==> src/rtl/pipe_skid_reg.sv <==
// Valid/ready pipeline register with a one-entry skid buffer and sync flush.
// Define PIPE_SKID_REG_PERF_EN to add the saturating stall counter output.
module pipe_skid_reg #(
    parameter int               WIDTH       = 32,
    parameter logic [WIDTH-1:0] RESET_VALUE = {WIDTH{1'b0}}
) (
    input  logic             clk,
    input  logic             rs_n_i,
    input  logic             flush_i,
    input  logic             in_valid_i,
    output logic             in_ready_o,
    input  logic [WIDTH-1:0] data_i,
    output logic             out_valid_o,
    input  logic             out_ready_i,
`ifdef PIPE_SKID_REG_PERF_EN
    output logic [31:0]      stall_cnt_o,
`endif
    output logic [WIDTH-1:0] data_o
);

    typedef enum logic [1:0] {
        EMPTY = 2'd0,
        BUSY  = 2'd1,
        FULL  = 2'd2
    } state_e;

    state_e           state_q, state_d;
    logic [WIDTH-1:0] main_q, main_d;
    logic [WIDTH-1:0] skid_q, skid_d;
    logic             accept;
    logic             fire;

    // Handshake outputs depend on the state register only.
    assign out_valid_o = (state_q != EMPTY);
    assign in_ready_o  = (state_q != FULL);
    assign data_o      = main_q;

    assign accept = in_valid_i & in_ready_o;
    assign fire   = out_valid_o & out_ready_i;

    always_comb begin
        state_d = state_q;
        main_d  = main_q;
        skid_d  = skid_q;
        if (flush_i) begin
            state_d = EMPTY;
            main_d  = RESET_VALUE;
            skid_d  = RESET_VALUE;
        end else begin
            unique case (state_q)
                EMPTY: begin
                    if (accept) begin
                        main_d  = data_i;
                        state_d = BUSY;
                    end
                end
                BUSY: begin
                    if (accept && fire) begin
                        main_d = data_i;
                    end else if (accept) begin
                        skid_d  = data_i;
                        state_d = FULL;
                    end else if (fire) begin
                        state_d = EMPTY;
                    end
                end
                FULL: begin
                    if (fire) begin
                        main_d  = skid_q;
                        state_d = BUSY;
                    end
                end
                default: state_d = EMPTY;
            endcase
        end
    end

    always_ff @(posedge clk or negedge rs_n_i) begin
        if (!rs_n_i) begin
            state_q <= EMPTY;
            main_q  <= RESET_VALUE;
            skid_q  <= RESET_VALUE;
        end else begin
            state_q <= state_d;
            main_q  <= main_d;
            skid_q  <= skid_d;
        end
    end

`ifdef PIPE_SKID_REG_PERF_EN
    logic [31:0] stall_cnt_q, stall_cnt_d;

    // Flush leaves the count alone; only reset clears it.
    always_comb begin
        stall_cnt_d = stall_cnt_q;
        if (out_valid_o && !out_ready_i && (stall_cnt_q != 32'hFFFF_FFFF)) begin
            stall_cnt_d = stall_cnt_q + 32'd1;
        end
    end

    always_ff @(posedge clk or negedge rs_n_i) begin
        if (!rs_n_i) begin
            stall_cnt_q <= 32'd0;
        end else begin
            stall_cnt_q <= stall_cnt_d;
        end
    end

    assign stall_cnt_o = stall_cnt_q;
`endif

endmodule
==> config.mk <==
export PLATFORM = sky130hd
export DESIGN_NAME = pipe_skid_reg
export DESIGN_NICKNAME = d
export VERILOG_FILES = /design/src/rtl/pipe_skid_reg.sv
export SDC_FILE = /design/constraint.sdc
export NUM_CORES = 1
export LEC_CHECK = 0
export BUFFER_PORTS_ARGS = -buffer_cell sky130_fd_sc_hd__buf_4
export CORE_UTILIZATION = 50
export DETAILED_ROUTE_END_ITERATION = 6
export PLACE_DENSITY = 0.78
export SETUP_SLACK_MARGIN = 0.02
export SYNTH_ARGS = -nofsm -noshare
export SYNTH_HDL_FRONTEND = slang
export SYNTH_SLANG_ARGS = --single-unit
==> constraint.sdc <==
create_clock -name clk -period 4.4 [get_ports clk]
set_input_delay 0.44 -clock clk [delete_from_list [all_inputs] [get_ports clk]]
set_output_delay 0.44 -clock clk [all_outputs]
set_load 0.02 [all_outputs]
## Yosys cells after proc, flatten, opt, wreduce, memory -nomap -nowiden

Index checks and enable logic that the tools add are counted.

- Output and inout bits: 34
- ROM bits: 0
- Flip-flop bits (word level): 66
- RAM bits: 0
- Memories: 0
- Bits in latches: 0

- Add/subtract/negate cells: 0
- Magnitude comparators: 0
- Bitwise logic cells: 2
- Equality and inequality tests: 9
- Multiply operators: 0
- Muxes and demuxes: 15
- Div/mod/pow operators: 0
- Reduce and logical (&&, ||, !) cells: 9
- Shift operators: 0

Operator list:

| operator | number |
|---|---|
| 32-bit two-way mux | 7 |
| 32-bit case mux with 3 select lines | 1 |
| 2-bit two-way mux | 6 |
| 3-bit inequality test (second input constant) | 4 |
| 4-bit AND reduction | 2 |
| 2-bit case mux with 3 select lines | 1 |
| 2-bit nonzero test | 3 |
| 2-bit inequality test (second input constant) | 2 |
| 4-bit inequality test (second input constant) | 1 |
| 4-bit nonzero test | 1 |
| 3-bit AND reduction | 1 |
| 1-bit bitwise AND | 2 |
| 2-bit by 1-bit equality test with 1-bit output (second input constant) | 1 |
| 2-bit equality test (second input constant) | 1 |
| 2-bit logical NOT | 1 |
| 1-bit logical AND | 1 |

## Longest topological paths before layout

- Depth in word-level cells: 7
- Gate-level depth with buffers: 7
- Depth with buffers taken out: 5

## Worst setup path before layout

No wires, ideal clock.

- Kind: input-to-reg
- From: input port flush_i
- To: register main_q[0], in the netlist data_o[0]
- Buffers on the path: 2
- Data arrival time: 1.415 ns
- Slack: 2.860 ns
- Data required time: 4.275 ns
- Cell stages on the path: 5
- Library setup time: 0.125 ns
- Cell sequence: clkbuf_1 -> inv_1 -> o211ai_4 -> buf_6 -> mux2_4

- Word-level cells in the longest chain between the ends: 2
- Elaborated cells between the ends (all ways): 6
- Classes of those cells: eq/ne (3); mux (1); reduce/logical (2)

RTL lines:

| what | RTL line | source |
|---|---|---|
| start, declared | 9 | `input logic flush_i,` |
| 3-bit inequality test (no source line) / 4-bit nonzero test (equally long branches) | - |  |
| 4-bit AND reduction (no source line) | - |  |
| end signal, assigned | 85 | `main_q <= main_d;` |
| end, declared | 28 | `logic [WIDTH-1:0] main_q, main_d;` |

Several ways; a longest one is shown, not always the timed one.
A chain may end at the register's enable or synchronous reset.

## Final worst setup path

- From: register state_q[0]
- To: output port in_ready_o

- Word-level cells in the longest chain between the ends: 1

RTL lines:

| what | RTL line | source |
|---|---|---|
| start, declared | 27 | `state_e state_q, state_d;` |
| start signal, assigned | 84 | `state_q <= state_d;` |
| 2-bit inequality test | 35 | `assign in_ready_o = (state_q != FULL);` |
| end, declared | 11 | `output logic in_ready_o,` |

Every way passes these cells.

==> results_dict.tcl <==
set metrics [dict create \
    synth_top_family_by_area "compound AO/OA/AOI/OAI gates" \
    tightest_slew_ps 1040 \
    critPathLaunchType "flip-flop" \
    cts-resized-gates 0 \
    power.share.clock_pct 35.8 \
    endpoint_kind "output pin" \
    comb_power_share_pct 17.1 \
    maxSlewHeadroom_pct 30.3 \
    synth_cell_types 19 \
    synth-adder-area-share_pct 0 \
    rsz0062_at_grt "no" \
    synth_top_area_share_pct 54.4 \
    insertion_delay_ps 340 \
    yosys.area_share.simple_pct 9.72 \
    fp.dieH_um 79.9 \
    dp_hpwl_um 4280 \
    cap_violations 0 \
    grt_pass1_wl_um 11100 \
    powerDensity_mw_per_mm2 373 \
    synth_area_leaders "dfrtp_1, mux2_4, a22o_1, nand2_1, a21oi_1" \
    drt_iter0_drc 221 \
    hold_buffers 0 \
    path_max_fanout 33 \
    multi_input_area_sq_mm 0.00128 \
    fin_worst_skew_ps 6.93 \
    leakage_nw 1.96 \
    timing.rr.end "data_o[2]" \
    h-tree-depth 3 \
    cts_buffers 9 \
    status "complete, no violations" \
    fin_crit_sh_pct 66.7 \
    port_buffers 70 \
    start_util_pct 51.6 \
    synth_compound_area_share_pct 16.1 \
    die_area_sq_mm 0.00639 \
    power.net_switching_w 0.000375 \
    fin_nets 365 \
    wl_per_cell_um 16.3 \
    syn_to_final_growth_pct 24.4 \
    clock.fmax_mhz 341 \
    reg2reg_from "state_q[0]" \
    hold_path_class "in -> async" \
    first_pass_iters 4 \
    ys_seq_area_share_pct 54.4 \
    core_region_area_sq_mm 0.00589 \
    wirelength_um 6640 \
    drc_errors 0 \
    rrSetupSlack_ps 1630 \
    maxSlewViolCount 0 \
    gr-total-overflow 0 \
    via_per_inst 5.53 \
    ir_drop_mv 0.214 \
    seq_area_sq_mm 0.00165 \
    tritoncts "built" \
    synthTopCellsByCount "dfrtp_1, nand2_1, a21oi_1" \
    cts_num_sinks 66 \
    clk_pin_slew_ps 70 \
    reg2reg_depth 6 \
    die_w_um 79.9 \
    grt_pass1_vias 2221 \
    postSynthAreaPerCell_sq_um 11.6 \
    ys_warn_count 0 \
    synth.most_common_cell "dfrtp_1" \
    cts_root_buffer "clkbuf_8" \
    fill_cells 472 \
    syn_inst 263 \
    grt_max_degree 67 \
    p_seq_share_pct 47.2 \
    crit_type "reg -> out" \
    track_usage_pct 23.1 \
    setup_viol 0 \
    synth-xor-area-share_pct 0 \
    gp_congestion 0.746 \
    drive_gt1_share_pct 38.1 \
    finalSetupTns_ps 0 \
    yosys.area.top_type "dfrtp_1" \
    cts_setup_buffers 0 \
    ys_ff_latch 66 \
    intPower_w 0.00104 \
    async_flop_share_pct 100 \
    arrival_ps 2490 \
    n_antenna_cell 0 \
    vias 2257 \
    synth_edf_count 0 \
    antenna_found_initial 0 \
    switching_share_pct 26.5 \
    design_area_sq_mm 0.00378 \
    worstPathRequired_ps 3960 \
    netlist_area_sq_mm 0.00304 \
    synth-main-ff-cell "dfrtp_1" \
    synthMuxAreaShare_pct 15.9 \
    clk_path_buf_depth 2 \
    rows 28 \
    min_period_ps 2930 \
    synth_nets 300 \
    ant_nets 0 \
    postPlaceCellArea_sq_mm 0.00358 \
    hold_viol 0 \
    io_pins 71 \
]
flip-flops by register name (all words and copies together), names as in the netlist:
register	cells
skid_q	32
data_o	32
state_q	2
layout make-up:
| cell class | instances | area share [%] |
|---|---|---|
| Clock inverter | 5 | 1.42 |
| Inverter | 2 | 0.199 |
| Multi-Input combinational cell | 175 | 33.8 |
| Timing Repair Buffer | 74 | 14.7 |
| Clock buffer | 11 | 3.74 |
| Tap cell | 75 | 2.48 |
| Sequential cell | 66 | 43.7 |
critical path, stage by stage (launching register included):
cell     delay (ps)
dfrtp_1         470
nor2b_2         630
inv_1           670
buf_4           370
worst max path at each step:
stage,from,to,slack [ps],depth (start not counted)
floorplan,flush_i,data_o[0],2860,5
global placement,state_q[0],data_o[7],1710,6
detailed placement,state_q[0],data_o[29],1650,6
CTS,state_q[0],in_ready_o,1470,3
global route,state_q[0],in_ready_o,1280,3
finish,state_q[0],in_ready_o,1470,3
power by group through the flow:
stage	Clock, W	Combinational (W)	Sequential (W)
2_1_floorplan	0	0.000107	0.000707
3_3_place_gp	0	0.000239	0.000676
3_5_place_dp	0	0.000242	0.000677
4_1_cts	0.000517	0.000243	0.000666
5_1_grt	0.000548	0.000260	0.000670
6_report	0.000505	0.000241	0.000666
metal layers:
layer | global-route usage, % | wire length, um | share of wire [%]
met1 | 33.9 | 3140 | 47
met2 | 32.9 | 3000 | 45
met3 | 6.97 | 446 | 6.7
met4 | 6.61 | 55 | 0.83
met5 | 0 | 0 | 0
metrics by stage:
| step | util (%) | instances | total power [W] | worst slack, ps | hold WS (ps) |
|---|---|---|---|---|---|
| after detailed placement | 60.9 | 392 | 0.000919 | 1650 | 492 |
| after CTS | 64.2 | 408 | 0.00143 | 1470 | 209 |
| after floorplan | - | 263 | 0.000814 | 2860 | 144 |
| final | 64.2 | 408 | 0.00141 | 1470 | 205 |
| after global placement | 60.9 | 392 | 0.000915 | 1710 | 488 |
| after global routing | 64.2 | 408 | 0.00148 | 1280 | 250 |
cells by family after synthesis:
logic type	count (synthesis)
and+or+nand+nor	74
AOI/OAI and AO/OA	68
DFF	66
muxes	33
buffers and inverters	22
cell usage in the layout (no fill, tap or decap):
cell | netlist | final
nor2b_2 | 0 | 1
clkinv_2 | 0 | 3
bufinv_16 | 0 | 1
mux2_4 | 30 | 30
clkinv_4 | 0 | 1
nand2b_1 | 3 | 3
mux2i_1 | 1 | 1
o211ai_4 | 1 | 1
nor2_2 | 0 | 1
nor2_1 | 2 | 1
mux2_2 | 2 | 2
inv_1 | 2 | 2
or2_2 | 1 | 1
buf_4 | 0 | 74
dfrtp_1 | 66 | 66
clkbuf_1 | 7 | 1
a21oi_1 | 34 | 34
nor3_1 | 2 | 1
nor3_2 | 0 | 1
a22o_1 | 32 | 32
clkbuf_8 | 0 | 10
nor2b_1 | 2 | 1
o21ai_4 | 1 | 1
nand2_1 | 64 | 64
(Power assumes the default switching activity.)
